[src/rtl/console_outq.sv]
// console_outq: byte queue and TAB expander between the System console output and the
// text-screen receive state machine.
//
// Buffers System bytes while the screen is busy (newline/scroll/clear), paces delivery
// to out_ready with one byte every two cycles at most, and expands TAB into spaces up to
// the next tab stop using a column counter that tracks the screen cursor.
//
// Ports:
//   coreclk    in   core clock
//   rst        in   synchronous reset, active-low
//   in_wr      in   System byte strobe, one byte per high cycle
//   in_data    in   System byte
//   in_full    out  FIFO holds 2^DEPTH_LOG2 bytes; backpressure to System
//   overflow   out  sticky: a write arrived while full; cleared only by reset
//   out_ready  in   screen state machine is idle and can take a byte
//   out_wr     out  one-cycle byte strobe to the screen
//   out_data   out  byte to the screen, valid while out_wr=1
module console_outq #(
   parameter int unsigned DEPTH_LOG2 = 4,
   parameter int unsigned COLS       = 80,
   parameter int unsigned TABSTOP    = 8
) (
   input  logic       coreclk,
   input  logic       rst,
   input  logic       in_wr,
   input  logic [7:0] in_data,
   output logic       in_full,
   output logic       overflow,
   input  logic       out_ready,
   output logic       out_wr,
   output logic [7:0] out_data
);

   localparam int unsigned DEPTH = 2 ** DEPTH_LOG2;
   localparam int unsigned COL_W = (COLS > 1) ? $clog2(COLS) : 1;
   localparam logic [COL_W-1:0] COL_LAST = COL_W'(COLS - 1);
   localparam logic [COL_W-1:0] TAB_MASK = COL_W'(TABSTOP - 1);
   localparam logic [DEPTH_LOG2:0] COUNT_FULL = (DEPTH_LOG2 + 1)'(DEPTH);

   typedef enum logic {S_IDLE, S_GAP} state_t;

   logic [7:0]            r_mem [DEPTH];
   logic [DEPTH_LOG2-1:0] r_wptr;
   logic [DEPTH_LOG2-1:0] r_rptr;
   logic [DEPTH_LOG2:0]   r_count;
   logic [COL_W-1:0]      r_col;
   state_t                r_state;
   logic                  r_out_wr;
   logic [7:0]            r_out_data;
   logic                  r_overflow;

   state_t                w_state_next;
   logic [COL_W-1:0]      w_col_next;
   logic                  w_full;
   logic                  w_push;
   logic                  w_emit;
   logic                  w_pop;
   logic                  w_tab_last;
   logic [7:0]            w_head;
   logic [7:0]            w_emit_byte;

   assign w_full = (r_count == COUNT_FULL);
   assign w_push = in_wr && !w_full;
   assign w_head = r_mem[r_rptr];
   // The space about to be emitted lands on the last column before a tab stop.
   assign w_tab_last = ((r_col + COL_W'(1)) & TAB_MASK) == '0;

   // State register
   always_ff @(posedge coreclk) begin
      if (!rst) begin
         r_state <= S_IDLE;
      end else begin
         r_state <= w_state_next;
      end
   end

   // Next-state logic
   always_comb begin
      w_state_next = r_state;
      unique case (r_state)
         S_IDLE:  if (r_count != '0 && out_ready) w_state_next = S_GAP;
         S_GAP:   w_state_next = S_IDLE;
         default: w_state_next = S_IDLE;
      endcase
   end

   // Output decode: what is emitted this cycle and whether the head leaves the FIFO.
   always_comb begin
      w_emit      = 1'b0;
      w_pop       = 1'b0;
      w_emit_byte = w_head;
      if (r_state == S_IDLE && r_count != '0 && out_ready) begin
         w_emit = 1'b1;
         if (w_head == 8'h09) begin
            // A tab stays at the head until its final space goes out.
            w_emit_byte = 8'h20;
            w_pop       = w_tab_last;
         end else begin
            w_pop = 1'b1;
         end
      end
   end

   // Column tracking mirrors the screen cursor x.
   always_comb begin
      w_col_next = r_col;
      if (w_emit) begin
         case (w_emit_byte)
            8'h0A, 8'h0D, 8'h0C: w_col_next = '0;
            8'h08:               if (r_col != '0) w_col_next = r_col - COL_W'(1);
            default:             w_col_next = (r_col == COL_LAST) ? '0 : r_col + COL_W'(1);
         endcase
      end
   end

   always_ff @(posedge coreclk) begin
      if (!rst) begin
         r_wptr     <= '0;
         r_rptr     <= '0;
         r_count    <= '0;
         r_col      <= '0;
         r_out_wr   <= 1'b0;
         r_out_data <= 8'h00;
         r_overflow <= 1'b0;
      end else begin
         r_out_wr <= w_emit;
         if (w_emit) r_out_data <= w_emit_byte;
         r_col <= w_col_next;
         if (w_push) r_wptr <= r_wptr + DEPTH_LOG2'(1);
         if (w_pop)  r_rptr <= r_rptr + DEPTH_LOG2'(1);
         // A write while full is dropped even if a pop frees space this same cycle.
         if (in_wr && w_full) r_overflow <= 1'b1;
         if (w_push && !w_pop) begin
            r_count <= r_count + (DEPTH_LOG2 + 1)'(1);
         end else if (w_pop && !w_push) begin
            r_count <= r_count - (DEPTH_LOG2 + 1)'(1);
         end
      end
   end

   // Storage needs no reset; pointers define validity.
   always_ff @(posedge coreclk) begin
      if (rst && w_push) r_mem[r_wptr] <= in_data;
   end

   assign in_full  = w_full;
   assign overflow = r_overflow;
   assign out_wr   = r_out_wr;
   assign out_data = r_out_data;

endmodule

[config.mk]
export PLATFORM = sky130hd
export DESIGN_NAME = console_outq
export DESIGN_NICKNAME = d
export VERILOG_FILES = /design/src/rtl/console_outq.sv
export SDC_FILE = /design/constraint.sdc
export NUM_CORES = 1
export LEC_CHECK = 0
export ABC_AREA = 1
export CORE_ASPECT_RATIO = 0.6
export CORE_MARGIN = 5
export CORE_UTILIZATION = 47
export DETAILED_ROUTE_END_ITERATION = 8
export HOLD_SLACK_MARGIN = 0.06
export PLACE_DENSITY = 0.62
export SKIP_LAST_GASP = 1
export SYNTH_ARGS = -nofsm -noshare
export SYNTH_HDL_FRONTEND = slang
export SYNTH_SLANG_ARGS = --single-unit
[constraint.sdc]
create_clock -name coreclk -period 4 [get_ports coreclk]
set_input_delay 1 -clock coreclk [delete_from_list [all_inputs] [get_ports coreclk]]
set_output_delay 1 -clock coreclk [all_outputs]
set_load 0.02 [all_outputs]
==> results.toml, run 1 <==
[sta]
rsz_0062_raised_after_global_routing = "false"
clock_skew_ns = 0.0102
timing.max_slew.rel_slack = 0.399
final.hold.worst_slack_ns = 0.463
layout_min_cycle_time_ns = 3.66
timing.final.hold_violations = 0
finalWorstSetupSlack_ns = 0.340
final-setup-viol-count = 0
timing_max_transition_violations_final = 0
tightest_slew_ns = 0.898
max_clock_freq_mhz = 273
finalSetupTns_ns = 0
min_period_over_period = 0.915

[clock_network]
clk-insertion-delay-late_ns = 0.42
ctsRootBufferMaster = "sky130_fd_sc_hd__clkbuf_16"
cts-hold-fix-buffers = 0
numCtsBuffers = 17
clock_sinks = 163
cts_setup_buffers = 0
cts-resized-gates = 0
cts.htree.levels = 4
cts_buffer_depth = 2
cts_tree = "yes"
cts.reportedPaths.clkPinSlew_ns = 0.07

[routing]
drt_drc_violations_left = 0
wire_per_inst_um = 17.4
routed_wirelength_um = 17300
detailedRoute.firstPassIterationCount = 6
dr.first_iter.drc_count = 450
drt.antenna.violating_nets = 0
route.vias.total = 5182
routed_via_density = 5.22

[worst_setup_path]
critical-path-top-delay-family = "simple AND/OR/NAND/NOR gates"
setup.reg_to_reg.worst_slack_ns = 0.34
worstRegToRegCells = 20
crit_path_end_kind = "register"
crit_arrival_ns = 3.97
critical_path.cell_chain = "inv_1 > nand3_1 > nand3_1 > nand2_1 > inv_2 > nand2_1 > nor2_2 > nand2_1 > or2_1 > nand2_2 > ha_1 > inv_1 > fa_1 > a21o_1 > a21oi_1 > nor2_1 > nor2_1 > nand2_1 > o21ai_0 > a21oi_1"
critical_path.reg2reg.endpoint = "r_count[4]"
worst-endpoint-required_ns = 4.31
crit_slowest_cell = "sky130_fd_sc_hd__inv_1"
most_frequent_cell_on_the_critical_path = "sky130_fd_sc_hd__nand2_1"
timing.critical_path.slowest_cell_delay_ns = 0.48
critical_path_buf_inv_count = 3
setup.worst_path.class = "register to register"
critical_path_peak_fanout = 16
worst_setup_sp_type = "register"

[synthesis]
yosys_most_used_dff = "sky130_fd_sc_hd__edfxtp_1"
syn-mean-instance-area_um2 = 9.68
synth_area_leaders = "sky130_fd_sc_hd__edfxtp_1 (53%), sky130_fd_sc_hd__nand2_1 (11%), sky130_fd_sc_hd__dfxtp_1 (9.6%), sky130_fd_sc_hd__nand3_1 (6.0%), sky130_fd_sc_hd__inv_1 (4.4%)"
synth_cells = 753
ys_ff_latch = 163
library_cells_used_by_synthesis = 34
post-synth-top-area-fraction = 0.528
netlist_area_um2 = 7290
synth_area_leader_cell = "sky130_fd_sc_hd__edfxtp_1"
synth-edff-count = 128
yosysSeqAreaShare = 0.624
warnings_synthesis = 0
total_nets_after_synthesis = 779
async_reset_ff_frac = 0

[final_layout]
finish.net_count = 802
insertedDiodeCount = 0
final_area_um2 = 8280
layout_common_cells = "sky130_fd_sc_hd__nand2_1 (218), sky130_fd_sc_hd__edfxtp_1 (128), sky130_fd_sc_hd__nand3_1 (88), sky130_fd_sc_hd__inv_1 (85), sky130_fd_sc_hd__nor2_1 (65)"
final_layout_size_suffix_gt1_frac = 0.0710
area_growth_syn_to_layout_pct = 13.7
most_frequent_standard_cell_in_the_layout_excluding_fill_and_tap_cells = "sky130_fd_sc_hd__nand2_1"

[job]
max-cap-violations = 0

[worst_hold_path]
min-delay-start = "r_rptr[3]"
min_delay_path_depth = 2
hp-class = "register to register"

[die]
io-pin-count = 23
initial_utilization = 0.477
dieHeight_um = 106
die_area_um2 = 18200
rows = 35
width_of_the_die_um = 171
core_area_um2 = 15300

[placement]
globalplace.congestion = 0.886
dpl_worst_slack_ns = 0.389
dp_hpwl_um = 11500
place.port_buffers = 22
post_dp_cell_area_um2 = 7700

[global_route]
grt_total_usage = 0.197
grt_overflow = 0
largest_net_degree_at_the_start_of_global_routing = 53
global_route_wire_length_before_repair_um = 27100
antenna_found_initial = 0
grt_pass1_vias = 4815

[power]
total_power_uw = 5140
power_density_nw_per_um2 = 620
ir_drop_mv = 0.283
p_leak_uw = 0.00342

[outcome]
status = "completed"
## kinds of logic after synthesis
group | count (synthesis) | synth area share
compound gates | 55 | 0.0433
xor+xnor | 11 | 0.0132
fa+ha+maj | 14 | 0.0251
buf+inv | 123 | 0.0742
flops | 163 | 0.624
simple gates | 387 | 0.221
## routing by layer
metal  global-route usage  wire, µm
met1                0.317      8490
met2                0.269      7200
met3               0.0502      1460
met4               0.0353       114
met5                    0         0
## cells in the mapped netlist (2+ instances only)
cell,n
sky130_fd_sc_hd__a21oi_1,17
sky130_fd_sc_hd__a21oi_2,2
sky130_fd_sc_hd__buf_2,12
sky130_fd_sc_hd__buf_6,8
sky130_fd_sc_hd__clkbuf_1,8
sky130_fd_sc_hd__clkinv_1,2
sky130_fd_sc_hd__dfxtp_1,35
sky130_fd_sc_hd__edfxtp_1,128
sky130_fd_sc_hd__ha_1,13
sky130_fd_sc_hd__inv_1,85
sky130_fd_sc_hd__inv_2,6
sky130_fd_sc_hd__nand2_1,218
sky130_fd_sc_hd__nand3_1,88
sky130_fd_sc_hd__nand4_1,7
sky130_fd_sc_hd__nor2_1,65
sky130_fd_sc_hd__nor2_2,2
sky130_fd_sc_hd__nor3_1,2
sky130_fd_sc_hd__o211ai_1,6
sky130_fd_sc_hd__o21ai_0,19
sky130_fd_sc_hd__o21ai_1,7
sky130_fd_sc_hd__xnor2_1,3
sky130_fd_sc_hd__xor2_1,8
## where the power goes
part / leakage, µW / internal, µW / switching [µW]
Sequential: 0.00144 / 1950 / 96.0
Clock: 0.000285 / 930 / 693
Combinational: 0.00169 / 509 / 962
Total: 0.00342 / 3390 / 1750
## how the worst max path moves through the flow
stage / start / end / cells past startpoint
3_5_place_dp: register / r_count[4] / 20
2_1_floorplan: register / r_count[4] / 23
5_1_grt: register / r_count[4] / 20
6_report: register / r_count[4] / 20
4_1_cts: register / r_count[4] / 20
3_3_place_gp: register / r_count[4] / 20
## cell type report
| type | count | area, µm² |
|---|---|---|
| Inverter | 93 | 349 |
| Clock buffer | 18 | 429 |
| Timing Repair Buffer | 34 | 348 |
| Clock inverter | 14 | 154 |
| Multi-Input combinational cell | 467 | 2200 |
| Tap cell | 203 | 254 |
| Sequential cell | 163 | 4550 |
| Fill cell | 1322 | 7000 |
## metrics by stage
step / util / instances
floorplan: - / 753
global placement: 0.504 / 960
detailed placement: 0.504 / 960
CTS: 0.542 / 992
global route: 0.542 / 992
finish: 0.542 / 992
## flip-flops by register name, indices dropped and copies added (netlist names), named ones only
register  count
r_mem       128
out_data      8
r_col         7
r_count       5
r_rptr        4
r_wptr        4
out_wr        1
overflow      1
r_state       1
## worst reg2reg max path: stages, from the launching register on
cell	delay, ns
sky130_fd_sc_hd__dfxtp_1	0.31
sky130_fd_sc_hd__inv_1	0.48
sky130_fd_sc_hd__nand3_1	0.31
sky130_fd_sc_hd__nand3_1	0.13
sky130_fd_sc_hd__nand2_1	0.08
sky130_fd_sc_hd__inv_2	0.07
sky130_fd_sc_hd__nand2_1	0.06
sky130_fd_sc_hd__nor2_2	0.18
sky130_fd_sc_hd__nand2_1	0.11
sky130_fd_sc_hd__or2_1	0.25
sky130_fd_sc_hd__nand2_2	0.13
sky130_fd_sc_hd__ha_1	0.20
sky130_fd_sc_hd__inv_1	0.10
sky130_fd_sc_hd__fa_1	0.41
sky130_fd_sc_hd__a21o_1	0.17
sky130_fd_sc_hd__a21oi_1	0.16
sky130_fd_sc_hd__nor2_1	0.06
sky130_fd_sc_hd__nor2_1	0.08
sky130_fd_sc_hd__nand2_1	0.07
sky130_fd_sc_hd__o21ai_0	0.13
sky130_fd_sc_hd__a21oi_1	0.05
Power figures use the tool's default switching activity.
==> run 2, diff against run 1 <==
--- a/config.mk
+++ b/config.mk
@@ -12,6 +12,7 @@
 export DETAILED_ROUTE_END_ITERATION = 8
 export HOLD_SLACK_MARGIN = 0.06
 export PLACE_DENSITY = 0.62
+export REMOVE_ABC_BUFFERS = 1
 export SKIP_LAST_GASP = 1
 export SYNTH_ARGS = -nofsm -noshare
 export SYNTH_HDL_FRONTEND = slang
==> run 2 against run 1 <==
Critical path depth increased by 2. Largest cell class unchanged. Highest routed layer unchanged. Sequential power about the same. Fmax decreased by 0.61%. Largest power group unchanged.
==> results.toml, run 2 (synthesized netlist as in run 1, its figures left out) <==
[worst_setup_path]
worstRegToRegCells = 22
worst-endpoint-required_ns = 4.30
crit_arrival_ns = 3.99
most_frequent_cell_on_the_critical_path = "sky130_fd_sc_hd__nand2_1"
critical_path_peak_fanout = 39
crit_slowest_cell = "sky130_fd_sc_hd__fa_1"
setup.reg_to_reg.worst_slack_ns = 0.32
timing.critical_path.slowest_cell_delay_ns = 0.42
critical_path_buf_inv_count = 3
critical_path.cell_chain = "buf_4 > nand2_1 > nand3_1 > nand3_1 > nand3_1 > nand2_1 > inv_2 > nand2_1 > nor2_2 > nand2_1 > or2_1 > nand2_2 > ha_1 > inv_1 > fa_1 > a21o_1 > a21oi_1 > nor2_1 > nor2_1 > nand2_1 > o21ai_0 > a21oi_1"
crit_path_depth = 22
worstSetupEndpoint = "r_count[4]"
critical_path.reg2reg.endpoint = "r_count[4]"
setup.worst_path.class = "register to register"
crit_path_end_kind = "register"
worst_setup_sp_type = "register"
critical-path-top-delay-family = "simple AND/OR/NAND/NOR gates"

[final_layout]
final_area_um2 = 8330
max_ffs_per_register = 128
most_frequent_standard_cell_in_the_layout_excluding_fill_and_tap_cells = "sky130_fd_sc_hd__nand2_1"
register_with_the_most_flip_flops = "r_mem"
post_layout_nonfiller_instances = 1002
finish.net_count = 812
area_growth_syn_to_layout_pct = 14.3
area_taken_by_flip_flops_and_latches_um2 = 4550
post-route-util = 0.545
final_layout_size_suffix_gt1_frac = 0.0788
final.fill_count = 1332
layout_common_cells = "sky130_fd_sc_hd__nand2_1 (218), sky130_fd_sc_hd__edfxtp_1 (128), sky130_fd_sc_hd__nand3_1 (88), sky130_fd_sc_hd__inv_1 (85), sky130_fd_sc_hd__nor2_1 (65)"
insertedDiodeCount = 0
multiInputGateArea_um2 = 2200

[global_route]
antenna_found_initial = 0
largest_net_degree_at_the_start_of_global_routing = 63
grt_overflow = 0
grt_total_usage = 0.194
grt_pass1_vias = 5037
global_route_wire_length_before_repair_um = 27100

[clock_network]
cts-hold-fix-buffers = 0
cts.htree.levels = 4
cts_buffer_depth = 2
clk-insertion-delay-late_ns = 0.42
ctsRootBufferMaster = "sky130_fd_sc_hd__clkbuf_16"
cts.reportedPaths.clkPinSlew_ns = 0.06
cts-resized-gates = 0
cts_setup_buffers = 0
numCtsBuffers = 17
cts_tree = "yes"
clock_sinks = 163

[sta]
max_clock_freq_mhz = 272
timing.final.hold_violations = 0
rsz_0062_raised_after_global_routing = "false"
min_period_over_period = 0.921
finalSetupTns_ns = 0
timing_max_transition_violations_final = 0
timing.max_slew.rel_slack = 0.339
layout_min_cycle_time_ns = 3.68
tightest_slew_ns = 0.988
clock_skew_ns = 0.0122
final-setup-viol-count = 0

[placement]
dp_hpwl_um = 11400
globalplace.congestion = 0.816
post_dp_cell_area_um2 = 7760
place_inst = 970
place.port_buffers = 22

[die]
dieHeight_um = 106
rows = 35
width_of_the_die_um = 171
die_area_um2 = 18200
initial_utilization = 0.477
io-pin-count = 23
core_area_um2 = 15300

[routing]
drt_drc_violations_left = 0
dr.first_iter.drc_count = 571
route.vias.total = 5270
detailedRoute.firstPassIterationCount = 6
routed_via_density = 5.26
drt.antenna.violating_nets = 0
routed_wirelength_um = 17000
wire_per_inst_um = 17.0

[power]
ir_drop_mv = 0.303
p_leak_uw = 0.00345
power_density_nw_per_um2 = 608

[worst_hold_path]
hp-class = "register to register"
min-delay-start = "r_rptr[3]"

[outcome]
status = "completed"

[job]
max-cap-violations = 0
[run 2: cell count changes in the layout (fill, tap and decap cells not counted)]
cell / before / now
sky130_fd_sc_hd__inv_8: 1 / 0
sky130_fd_sc_hd__clkinv_2: 2 / 0
sky130_fd_sc_hd__clkinvlp_4: 1 / 4
sky130_fd_sc_hd__clkinv_4: 3 / 1
sky130_fd_sc_hd__inv_6: 4 / 3
sky130_fd_sc_hd__buf_4: 9 / 20
sky130_fd_sc_hd__buf_12: 3 / 2
sky130_fd_sc_hd__clkbuf_1: 1 / 4
[run 2: layout make-up]
type	count	share of cell area
timing repair buffer	44	0.0493
inverter	93	0.0419
sequential	163	0.546
multi-input combinational	467	0.264
tap	203	0.0305
clock inverter	11	0.0155
clock buffer	21	0.0529
[run 2: through the flow]
step / hold slack [ns] / power [µW] / setup slack [ns]
after floorplan: 0.437 / 3020 / -0.587
after CTS: 0.469 / 5080 / 0.395
after global placement: 0.447 / 3460 / 0.486
final: 0.467 / 5060 / 0.317
after global routing: 0.484 / 5350 / 0.0325
after detailed placement: 0.456 / 3490 / 0.408
[run 2: worst min path at each step]
| stage | end | slack, ns | cells after the start |
|---|---|---|---|
| final | r_rptr[3] | 0.47 | 2 |
| after global placement | overflow | 0.45 | 2 |
| after floorplan | register | 0.44 | 2 |
| after detailed placement | r_rptr[3] | 0.46 | 2 |
| after global routing | r_rptr[3] | 0.48 | 2 |
| after CTS | r_rptr[3] | 0.47 | 2 |
[run 2: where the power goes]
part           internal [µW]  switching [µW]
sequential              1950            94.0
combinational            499             939
clock                    924             661
[run 2: metal layers]
| metal | vias to the layer above | track usage | wire length, µm |
|---|---|---|---|
| li1 | 2542 | - | - |
| met1 | 2535 | 0.305 | 8500 |
| met2 | 172 | 0.270 | 7200 |
| met3 | 21 | 0.0349 | 1050 |
| met4 | 0 | 0.0621 | 224 |
| met5 | - | 0 | 0 |
[run 2: worst min-delay path, stage by stage, from the launching register on]
cell and delay [ns]:
sky130_fd_sc_hd__dfxtp_1 0.31, sky130_fd_sc_hd__inv_1 0.06, sky130_fd_sc_hd__a21oi_2 0.05
==> variant: new RTL, settings of run 1 <==
Set the parameter `COLS` to 120 (it was 80).
--- a/src/rtl/console_outq.sv
+++ b/src/rtl/console_outq.sv
@@ -19,3 +19,3 @@
    parameter int unsigned DEPTH_LOG2 = 4,
-   parameter int unsigned COLS       = 80,
+   parameter int unsigned COLS       = 120,
    parameter int unsigned TABSTOP    = 8
Check against the original RTL: same outputs for any inputs over 4 cycles, from zero or initial values and one cycle with rst low; that may be too few to reach the edited logic, so the function may still have changed.
==> variant against run 1 <==
  * Total power decreased by 1.3%
  * Design area increased by 1.0%
  * Setup slack improved by 0.048 ns
  * Sequential power about the same
  * Routed wire length decreased by 1.8%
  * Critical path depth increased by 2
  * Sequential cell count unchanged
  * Synthesized area increased by 0.88%
  * Largest cell class unchanged
==> variant: results (changes against run 1) <==
stage;metric;value;unit;change
grt;grt_pass1_vias;5106;;+6.0%
synthesis;synth_nets;784;;+0.64%
grt;grt_overflow;0;;unchanged
cells_and_area;final_cells;1004;;+1.2%
timing;whs;0.470;ns;+0.00793 ns
cells_and_area;final-nonclk-buf-share;0.0471;;+0.00511
cells_and_area;clock_area_frac;0.0678;;-0.00265
worst_setup_path;cp_max_fo;19;;+3
grt;grt.met3_usage;0.0468;;-0.00337
power;vdd_drop_max;274;uV;-3.1%
grt;gr-usage-met2;0.283;;+0.0138
placement;dp.cells;973;;+1.4%
synthesis;netlist_instances;758;;+0.66%
detailed_routing;firstDrtPassIters;5;;-1
cells_and_area;finish.net_count;815;;+1.6%
detailed_routing;m1WireLength;8.56;mm;+0.90%
cells_and_area;area_growth;13.8;%;
grt;grtUsageTotal;0.196;;-0.00163
worst_setup_path;regToRegSetupSlack;0.39;ns;+0.05 ns
grt;grt_pass1_wl;27.6;mm;+1.9%
synthesis;syn_area;0.00735;mm2;+0.88%
cells_and_area;multi_input_gates;465;;-0.43%
detailed_routing;met2_length;7.26;mm;+0.94%
cts;numCtsBuffers;17;;unchanged
grt;grt_max_degree;62;;+17%
placement;dp_slack;0.372;ns;-0.0171 ns
cells_and_area;multi_input_area_share;0.266;;+0.000478
detailed_routing;viasPerCell;5.20;;-0.55%
worst_setup_path;r2r_cells;22;;+10%
synthesis;netlist_top_cells_count;218 x nand2_1, 128 x edfxtp_1, 92 x inv_1;;
synthesis;yosysUniqueCellTypes;37;;+8.8%
cells_and_area;num-nonclk-inverters;99;;+6.5%
placement;place_congestion;0.873;;-1.4%
worst_setup_path;cp.arrival;3.92;ns;-0.05 ns
cells_and_area;drive_gt1_frac;0.0886;;+0.0177
grt;grtUsageMet1;0.301;;-0.0153
timing;layout_worst_path_cycle_share;0.903;;-0.0121
worst_setup_path;cp_slowest_stage_delay;0.42;ns;-0.06 ns
placement;placed_area;0.00779;mm2;+1.2%
timing;fin_skew;0.0133;ns;+0.00313 ns
outcome;status;complete, no violations;;
synthesis;yosysSeqAreaShare;0.618;;-0.00542
detailed_routing;drt_iter0_markers;425;;-5.6%
detailed_routing;drt-total-wl;16.9;mm;-1.8%
cells_and_area;num-nonclk-buffers;43;;+26%
timing;tightest_slew;0.934;ns;+0.0362 ns
synthesis;synthTopCellsByArea;edfxtp_1 52%, nand2_1 11%, dfxtp_1 9.5%;;
worst_setup_path;crit_slowest_cell;fa_1;;
placement;dpl.hpwl;11.3;mm;-1.9%
cells_and_area;fillers;1374;;+3.9%
power;p_leak;3.43;nW;+0.39%
-- variant: cell types whose count changed after synthesis, sizes merged, moves of 2 or more --
cell | run 1 | this run
a21oi | 19 | 24
buf | 22 | 25
clkbuf | 8 | 6
clkinv | 2 | 0
inv | 91 | 99
nand2 | 219 | 221
nand3 | 88 | 90
nor2 | 67 | 57
xor2 | 8 | 5
-- variant: cells by family after synthesis --
group | count (synthesis) | synth area share
AOI/OAI and AO/OA | 62 | 0.0494
and+or+nand+nor | 381 | 0.219
adders and majority gates | 14 | 0.0249
xor gates and xnor gates | 8 | 0.00953
buffers and inverters | 130 | 0.0786
DFF | 163 | 0.618
-- variant: power by group --
| part | total, W | internal [W] | switching, W |
|---|---|---|---|
| logic | 0.00145 | 0.000496 | 0.000953 |
| registers | 0.00204 | 0.00195 | 0.0000986 |
| clock network | 0.00157 | 0.000913 | 0.000661 |
